$ cat src/rtl/pb_mem_tile_arbiter.sv
// pb_mem_tile_arbiter
//   Shares the single-port L2 SPM macro of a mem tile between NumReq NoC-side
//   requesters. Round-robin arbitration with bounded burst locking, fixed
//   latency response routing, optional zero-fill of the SPM after reset.
//
// Ports
//   clk_i, rst_ni          clock, asynchronous active-low reset
//   req_valid_i/ready_o    per-requester handshake (ready is the grant)
//   req_lock_i             requester asks to keep the grant next cycle
//   req_addr/we/wdata/be_i per-requester access fields, packed by index
//   rsp_valid_o            per-requester response strobe, ReadLatency after accept
//   rsp_rdata_o            shared read data, zero unless a response is valid
//   mem_*_o / mem_rdata_i  SPM macro interface
//   init_done_o            high once zero-fill is finished
module pb_mem_tile_arbiter #(
   parameter int NumReq      = 2,
   parameter int AddrWidth   = 16,
   parameter int DataWidth   = 64,
   parameter int NumWords    = 1024,
   parameter int ReadLatency = 1,
   parameter int MaxLock     = 8,
   parameter int ZeroInit    = 1
) (
   input  logic                              clk_i,
   input  logic                              rst_ni,
   input  logic [NumReq-1:0]                 req_valid_i,
   output logic [NumReq-1:0]                 req_ready_o,
   input  logic [NumReq-1:0]                 req_lock_i,
   input  logic [NumReq*AddrWidth-1:0]       req_addr_i,
   input  logic [NumReq-1:0]                 req_we_i,
   input  logic [NumReq*DataWidth-1:0]       req_wdata_i,
   input  logic [NumReq*(DataWidth/8)-1:0]   req_be_i,
   output logic [NumReq-1:0]                 rsp_valid_o,
   output logic [DataWidth-1:0]              rsp_rdata_o,
   output logic                              mem_req_o,
   output logic [AddrWidth-1:0]              mem_addr_o,
   output logic                              mem_we_o,
   output logic [DataWidth-1:0]              mem_wdata_o,
   output logic [(DataWidth/8)-1:0]          mem_be_o,
   input  logic [DataWidth-1:0]              mem_rdata_i,
   output logic                              init_done_o
);

   localparam int BeWidth  = DataWidth / 8;
   localparam int IdxWidth = (NumReq > 1) ? $clog2(NumReq) : 1;
   localparam int CntWidth = $clog2(MaxLock + 1);

   localparam logic [0:0] INIT      = 1'b0;
   localparam logic [0:0] RUN       = 1'b1;
   localparam logic [0:0] RST_STATE = (ZeroInit != 0) ? INIT : RUN;
   localparam logic [AddrWidth-1:0] LAST_WORD = AddrWidth'(NumWords - 1);

   logic [0:0]           state;
   logic [AddrWidth-1:0] init_cnt;
   logic [IdxWidth-1:0]  ptr;
   logic [CntWidth-1:0]  lock_cnt;
   logic [NumReq-1:0]    rsp_pipe [ReadLatency];

   logic [NumReq-1:0]    ptr_hot;
   logic                 contender;
   logic                 override;
   logic                 gvalid;
   logic [IdxWidth-1:0]  gidx;
   logic [NumReq-1:0]    grant;

   // Arbitration. When the lock budget is spent and someone else waits, the
   // search simply starts one past the locking requester for this decision.
   always_comb begin
      int unsigned start;
      int unsigned idx;
      ptr_hot      = '0;
      ptr_hot[ptr] = 1'b1;
      contender    = |(req_valid_i & ~ptr_hot);
      override     = (lock_cnt == CntWidth'(MaxLock)) && contender;
      start        = {{(32-IdxWidth){1'b0}}, ptr};
      if (override) start = start + 1;
      if (start >= NumReq) start = start - NumReq;
      gvalid = 1'b0;
      gidx   = '0;
      idx    = 0;
      for (int unsigned k = 0; k < NumReq; k++) begin
         idx = start + k;
         if (idx >= NumReq) idx = idx - NumReq;
         if (!gvalid && req_valid_i[idx[IdxWidth-1:0]]) begin
            gvalid = 1'b1;
            gidx   = idx[IdxWidth-1:0];
         end
      end
      if (!rst_ni || state != RUN) gvalid = 1'b0;
      grant = '0;
      if (gvalid) grant[gidx] = 1'b1;
   end

   assign req_ready_o = grant;
   assign init_done_o = rst_ni && (state == RUN);

   // SPM port: zero-fill stream during INIT, otherwise the granted requester.
   always_comb begin
      mem_req_o   = 1'b0;
      mem_addr_o  = '0;
      mem_we_o    = 1'b0;
      mem_wdata_o = '0;
      mem_be_o    = '0;
      if (rst_ni && state == INIT) begin
         mem_req_o  = 1'b1;
         mem_we_o   = 1'b1;
         mem_be_o   = '1;
         mem_addr_o = init_cnt;
      end else begin
         for (int unsigned k = 0; k < NumReq; k++) begin
            if (grant[k]) begin
               mem_addr_o  = mem_addr_o  | req_addr_i[k*AddrWidth +: AddrWidth];
               mem_we_o    = mem_we_o    | req_we_i[k];
               mem_wdata_o = mem_wdata_o | req_wdata_i[k*DataWidth +: DataWidth];
               mem_be_o    = mem_be_o    | req_be_i[k*BeWidth +: BeWidth];
            end
         end
         mem_req_o = |(req_valid_i & grant);
      end
   end

   always_ff @(posedge clk_i or negedge rst_ni) begin
      if (!rst_ni) begin
         state    <= RST_STATE;
         init_cnt <= '0;
         ptr      <= '0;
         lock_cnt <= '0;
      end else if (state == INIT) begin
         init_cnt <= init_cnt + 1'b1;
         if (init_cnt == LAST_WORD) state <= RUN;
      end else if (gvalid) begin
         if (req_lock_i[gidx]) begin
            // Locked grant keeps priority; the count only continues for the
            // same holder, and saturates so an uncontended lock never ends.
            ptr <= gidx;
            if (gidx == ptr && !override)
               lock_cnt <= (lock_cnt == CntWidth'(MaxLock)) ? lock_cnt : lock_cnt + 1'b1;
            else
               lock_cnt <= CntWidth'(1);
         end else begin
            ptr      <= (gidx == IdxWidth'(NumReq - 1)) ? '0 : gidx + 1'b1;
            lock_cnt <= '0;
         end
      end else begin
         lock_cnt <= '0;
      end
   end

   always_ff @(posedge clk_i or negedge rst_ni) begin
      if (!rst_ni) begin
         for (int unsigned k = 0; k < ReadLatency; k++) rsp_pipe[k] <= '0;
      end else begin
         rsp_pipe[0] <= grant;
         for (int unsigned k = 1; k < ReadLatency; k++) rsp_pipe[k] <= rsp_pipe[k-1];
      end
   end

   assign rsp_valid_o = rsp_pipe[ReadLatency-1];
   assign rsp_rdata_o = (|rsp_valid_o) ? mem_rdata_i : '0;

endmodule

$ cat config.mk
export PLATFORM = sky130hd
export DESIGN_NAME = pb_mem_tile_arbiter
export DESIGN_NICKNAME = d
export VERILOG_FILES = /design/src/rtl/pb_mem_tile_arbiter.sv
export SDC_FILE = /design/constraint.sdc
export NUM_CORES = 1
export LEC_CHECK = 0
export ABC_AREA = 1
export BUFFER_PORTS_ARGS = -buffer_cell sky130_fd_sc_hd__buf_2
export CAP_MARGIN = 20
export CORE_AREA = 4 4 154 156
export CTS_BUF_LIST = sky130_fd_sc_hd__clkbuf_8
export DETAILED_ROUTE_END_ITERATION = 12
export DIE_AREA = 0 0 158 160
export PLACE_DENSITY = 0.4
export SLEW_MARGIN = 25
export SYNTH_ARGS = -nofsm -noshare
export SYNTH_HDL_FRONTEND = slang
export SYNTH_SLANG_ARGS = --single-unit
$ cat constraint.sdc
create_clock -name clk_i -period 2 [get_ports clk_i]
set_input_delay 0.2 -clock clk_i [delete_from_list [all_inputs] [get_ports clk_i]]
set_output_delay 0.2 -clock clk_i [all_outputs]
set_load 0.02 [all_outputs]
==> impl_metrics.csv, run 1 <==
group,metric,value,unit
cts,clock-sinks,24,
timing,tightestPinTransition,0.466,ns
worst_setup_path,reg2reg_from,"init_cnt[1]",
detailed_routing,ant_nets,0,
detailed_routing,drc,0,
floorplan,initial_core_util,0.130,
power,ir_drop,215,uV
timing,period_minus_slack,2.29,ns
worst_setup_path,cp_slowest_cell,"dfrtp_1",
cells_and_area,syn_to_final_growth,131,%
place,hpwl,16.8,mm
floorplan,die-width,158,um
grt,antenna_found_initial,7,
worst_setup_path,required,1.80,ns
timing,relSlewSlack,0.689,
min_path,hp-start,"req_lock_i[0]",
cells_and_area,drive_gt1_frac,0.575,
cts,htreeDepth,1,
cells_and_area,finalInstanceArea,6740,sq um
yosys,syn_nets,721,
worst_setup_path,critPathArrivalTime,2.09,ns
outcome,status,"finished with violations",
grt,grt_pass1_wl,28.8,mm
cts,clockRootBuffer,"clkbuf_8",
yosys,synth_area_leaders,"dfrtp_1, a22o_1, nand2_1",
yosys,synth_ff_type,"dfrtp_1",
yosys,synth-edff-count,0,
place,place_congestion,0.816,
detailed_routing,wirelength,21.6,mm
worst_setup_path,cp-start-kind,"flip-flop",
floorplan,die_area,25300,sq um
yosys,netlist.area_leader.share,0.206,
detailed_routing,first_pass_iters,4,
yosys,synth_area,2910,sq um
timing,timing.final.ws_setup,-0.288,ns
worst_setup_path,critPathTopFamily,"buffers and inverters",
detailed_routing,vias,4821,
yosys,synth_top_area_cell,"dfrtp_1",
detailed_routing,wire_per_inst,18.1,um
worst_setup_path,path_class,"reg -> out",
timing,fmax,437,MHz
cells_and_area,final_cells,1192,
detailed_routing,drtIter0Drc,196,
floorplan,rows,55,
place,place_area,5440,sq um
grt,grt_pass1_vias,4706,
worst_setup_path,crit_start,"lock_cnt[1]",
job,drv_cap,0,
worst_setup_path,cp_num_buf_inv,5,
yosys,yosysWarnings,0,
timing,setup-violations-final,91,
yosys,synthCells,470,
worst_setup_path,path_cells,"inv_2 > ha_4 > nand3_2 > nand2_2 > nand3_4 > nand2_4 > inv_4 > nor2_8 > buf_12 > clkbuf_16 > a22o_1 > buf_6",
cts,clk_latency,0.27,ns
outcome,violations,"setup timing",
timing,slew_viol_final,0,
yosys,yosysUniqueCellTypes,31,
floorplan,pin_count,407,
cells_and_area,final_cell_mix,"buf_2, inv_1, nand2_1, buf_6, nor2_1",
power,power,1.22,mW
detailed_routing,avgViaCountPerCell,4.04,
timing,hold_slack,0.354,ns
place,dp.cells,1161,
power,cellLeakagePower,4.10,nW
cells_and_area,mostFrequentLayoutCell,"buf_2",
min_path,hp-class,"in -> reg",
worst_setup_path,crit_fanout,8,
grt,grt_max_degree,65,
floorplan,die_y,160,um
yosys,seq_area_frac_synth,0.206,
worst_setup_path,cp-end-kind,"primary output",
power,cellPowerDensity,181,nW/um^2
timing,hold_viol,0,
place,portBuffers,406,
cts,cts_tree,"yes",
cells_and_area,layout.nets,1155,
timing,skew,0.00387,ns
grt,track_usage,0.148,
yosys,syn_area_per_cell,6.20,sq um
timing,finalCritPeriodShare,1.14,
timing,rsz0062_at_grt,"true",
floorplan,core,22400,sq um
cts,numCtsBuffers,3,
yosys,async_flop_share,1.00,
worst_setup_path,max_stage_delay,0.39,ns
cts,clkSlewWorstSetupHoldPaths,0.09,ns
grt,grt-ovfl-total,0,
timing,fin_tns_setup,-20.07,ns
yosys,ys_ff_latch,24,
cts,clk_path_buf_depth,2,
-- kinds of logic (layout without fill, tap and decap cells) --
kind of cell | count (synthesis) | count (layout) | share of synthesized area
AO/OA/AOI/OAI | 75 | 75 | 0.218
XOR/XNOR | 15 | 15 | 0.0451
adder cells (fa/ha/maj) | 3 | 3 | 0.0129
buffers and inverters | 119 | 552 | 0.178
flip-flops | 24 | 24 | 0.206
other | 0 | 4 | 0
AND/OR/NAND/NOR | 234 | 234 | 0.340
-- cell type report --
cell class	instances	area [sq um]
inverters	92	348
flip-flops and latches	24	601
diodes	4	10.0
repair buffers	456	3320
multi-input cells	327	2050
clock buffers	4	55.1
well taps	285	357
fillers	2481	15600
-- power breakdown --
| part | internal (mW) | switching, mW |
|---|---|---|
| registers | 0.485 | 0 |
| clock network | 0.176 | 0.169 |
| logic | 0.220 | 0.173 |
-- final timing paths --
kind / endpoint / slack, ns / depth (start not counted)
max: mem_wdata_o[49] / -0.29 / 12
min: ptr / 0.35 / 4
max reg2reg: init_cnt[14] / 0.26 / 9
min reg2reg: init_cnt[15] / 0.51 / 1
max in group asynchronous: ptr / 1.34 / 4
min in group asynchronous: init_cnt[4] / 0.51 / 4
-- routing by layer --
metal / global-route usage / vias to the layer above / share of wire
li1: - / 2377 / -
met1: 0.177 / 2180 / 0.39
met2: 0.261 / 242 / 0.49
met3: 0.0542 / 14 / 0.11
met4: 0.0159 / 8 / 0.0047
met5: 0 / - / 0.0020
-- repair_timing --
item                                    4_1_cts  5_1_grt
hold buffers                                  2        0
pin swaps                                     8       14
setup buffers                                 5        5
gates resized for setup                     142       98
gates cloned                                  5        7
endpoints found under the setup margin       91       91
hold endpoints to repair                     24        0
-- worst min-delay path: stages --
cell      delay, ns
buf_2          0.10
inv_1          0.10
o211ai_1       0.10
o21ai_0        0.08
-- synthesized netlist by cell type, types with 3 or more instances --
library cell    n
dfrtp_1        24
buf_6           7
clkbuf_1        8
nand4_1         4
nand3_1        34
nor3_1          5
a22o_1         64
nor2_1         80
ha_1            3
xnor2_1         4
xor2_1         11
nand2_1       103
buf_2          10
inv_1          91
o211ai_1        3
-- registers in the layout, indices dropped and copies added, names as in the netlist --
| name | flops |
|---|---|
| lock_cnt | 4 |
| ptr | 1 |
| init_cnt | 16 |
| state | 1 |
| rsp_valid_o | 2 |
-- stage by stage --
step / utilization / setup WS [ns]
after floorplan: - / 0.140
after global placement: 0.243 / -0.0659
after detailed placement: 0.243 / -0.0876
after CTS: 0.275 / -0.342
after global routing: 0.301 / -0.395
final: 0.301 / -0.288
No activity file was read; power rests on OpenSTA's default activity.
==> run 2, diff against run 1 <==
--- a/config.mk
+++ b/config.mk
@@ -13,6 +13,7 @@
 export DETAILED_ROUTE_END_ITERATION = 12
 export DIE_AREA = 0 0 158 160
 export PLACE_DENSITY = 0.4
+export SETUP_SLACK_MARGIN = 0.2
 export SLEW_MARGIN = 25
 export SYNTH_ARGS = -nofsm -noshare
 export SYNTH_HDL_FRONTEND = slang
==> impl_metrics.csv, run 2 (synthesized netlist as in run 1, its figures left out) <==
group,metric,value,unit
worst_setup_path,crit_start,"lock_cnt[1]",
timing,period_minus_slack,2.25,ns
worst_setup_path,cp-end-kind,"primary output",
cells_and_area,fill_cells,2541,
cts,clk_path_buf_depth,2,
cts,numCtsBuffers,3,
timing,relSlewSlack,0.690,
detailed_routing,top_layer,"met5",
place,place_congestion,0.866,
cts,clockRootBuffer,"clkbuf_8",
grt,antenna_found_initial,11,
grt,grt_pass1_wl,30.5,mm
floorplan,die_y,160,um
worst_setup_path,required,1.80,ns
cts,clock-sinks,24,
detailed_routing,drtIter0Drc,192,
timing,fmax,444,MHz
outcome,violations,"setup timing",
timing,rsz0062_at_grt,"true",
timing,fin_tns_setup,-15.76,ns
power,ir_drop,210,uV
detailed_routing,avgViaCountPerCell,4.07,
cells_and_area,syn_to_final_growth,111,%
worst_setup_path,cp_num_buf_inv,5,
timing,finalCritPeriodShare,1.13,
timing,hold_slack,0.333,ns
timing,hold_viol,0,
cells_and_area,layout.nets,1133,
detailed_routing,wirelength,22.7,mm
detailed_routing,wl_met2,10.1,mm
cells_and_area,drive_gt1_frac,0.547,
cells_and_area,largest_reg_flops,16,
detailed_routing,wl_met1,8.84,mm
timing,timing.final.ws_setup,-0.251,ns
worst_setup_path,path_cells,"inv_2 > ha_4 > nand3_2 > nand2_2 > nand3_2 > nand2_4 > nor2_4 > buf_12 > buf_6 > buf_12 > a22o_1 > buf_6",
worst_setup_path,path_class,"reg -> out",
min_path,hp-class,"in -> reg",
detailed_routing,first_pass_iters,4,
cells_and_area,utilization,0.274,
timing,tightestPinTransition,0.465,ns
detailed_routing,wl_met3,3.52,mm
grt,grt-ovfl-total,0,
timing,slew_viol_final,0,
cells_and_area,regMostFlops,"init_cnt",
worst_setup_path,critPathTopFamily,"buffers and inverters",
timing,skew,0.00713,ns
floorplan,die_area,25300,sq um
floorplan,core,22400,sq um
cells_and_area,final_cell_mix,"buf_2, nand2_1, inv_1",
grt,grt_pass1_vias,4760,
cells_and_area,mostFrequentLayoutCell,"buf_2",
place,hpwl,19.6,mm
timing,setup-violations-final,91,
cts,cts_tree,"yes",
floorplan,die-width,158,um
worst_setup_path,reg2reg_from,"lock_cnt[1]",
power,power,1.21,mW
floorplan,pin_count,407,
job,drv_cap,0,
worst_setup_path,max_stage_delay,0.40,ns
power,cellPowerDensity,198,nW/um^2
detailed_routing,drc,0,
worst_setup_path,cp_slowest_cell,"dfrtp_1",
floorplan,rows,55,
power,cellLeakagePower,3.81,nW
floorplan,initial_core_util,0.130,
grt,grt_max_degree,65,
cts,htreeDepth,1,
detailed_routing,wire_per_inst,19.4,um
worst_setup_path,cp-start-kind,"flip-flop",
cts,clkSlewWorstSetupHoldPaths,0.09,ns
grt,track_usage,0.162,
worst_setup_path,critPathArrivalTime,2.05,ns
detailed_routing,ant_nets,0,
outcome,status,"finished with violations",
min_path,hp-start,"req_lock_i[0]",
worst_setup_path,crit_fanout,11,
detailed_routing,vias,4765,
place,portBuffers,406,
cts,clk_latency,0.27,ns
==> run 2: cell types whose count changed in the layout (fill, tap and decap cells not counted), moves of 3 or more <==
cell,before,now
buf_16,6,2
clkbuf_16,7,1
nand2_4,9,1
nand2_2,14,4
nor3_1,5,2
buf_12,10,6
buf_4,23,28
buf_2,324,333
nand2_1,81,99
buf_6,81,60
nor3_2,1,4
==> run 2: power breakdown <==
group | internal [mW] | switching (mW)
registers | 0.485 | 0
clock network | 0.176 | 0.167
logic | 0.217 | 0.169
total | 0.878 | 0.336
==> run 2: final timing paths <==
check | end | depth (start not counted) | slack (ns)
worst max register to register | lock_cnt[2] | 11 | 0.32
worst min-delay path | ptr | 4 | 0.33
min in group asynchronous | init_cnt[6] | 3 | 0.54
max in group asynchronous | init_cnt[11] | 3 | 1.20
worst min register to register | init_cnt[0] | 1 | 0.50
worst max-delay path | mem_wdata_o[29] | 12 | -0.25
==> run 2: area by class of cell <==
| class | count | area, sq um | share of cell area |
|---|---|---|---|
| inverter | 92 | 348 | 0.0567 |
| sequential | 24 | 601 | 0.0979 |
| clock buffer | 4 | 55.1 | 0.00897 |
| timing repair buffer | 434 | 2800 | 0.456 |
| tap | 285 | 357 | 0.0581 |
| multi-input combinational | 327 | 1970 | 0.320 |
| antenna | 4 | 10.0 | 0.00163 |
==> run 2: worst min-delay path: stages <==
cell and delay (ns):
buf_2 0.10, inv_1 0.09, o211ai_1 0.10, o21ai_0 0.08
==> run 2: what timing repair did <==
item | in CTS | in global routing
endpoints found under the setup margin | 91 | 100
gates cloned | 1 | 1
buffers inserted | 3 | 0
hold buffers | 1 | 0
gates resized for setup | 126 | 37
endpoints found under the hold margin | 24 | 0
pin swaps | 9 | 4
==> run 2: metal layers <==
layer / GRT usage / up-vias
met1: 0.186 / 2169
met2: 0.262 / 236
met4: 0.0155 / 14
met5: 0 / -
met3: 0.107 / 24
li1: - / 2322
==> run 2: per-stage QoR <==
step	cells	setup WS, ns	cell area [sq um]
floorplan	470	0.191	3020
global placement	1156	-0.00253	5450
detailed placement	1156	0.000734	5450
CTS	1165	-0.270	5980
global route	1168	-0.351	6130
finish	1170	-0.251	6140
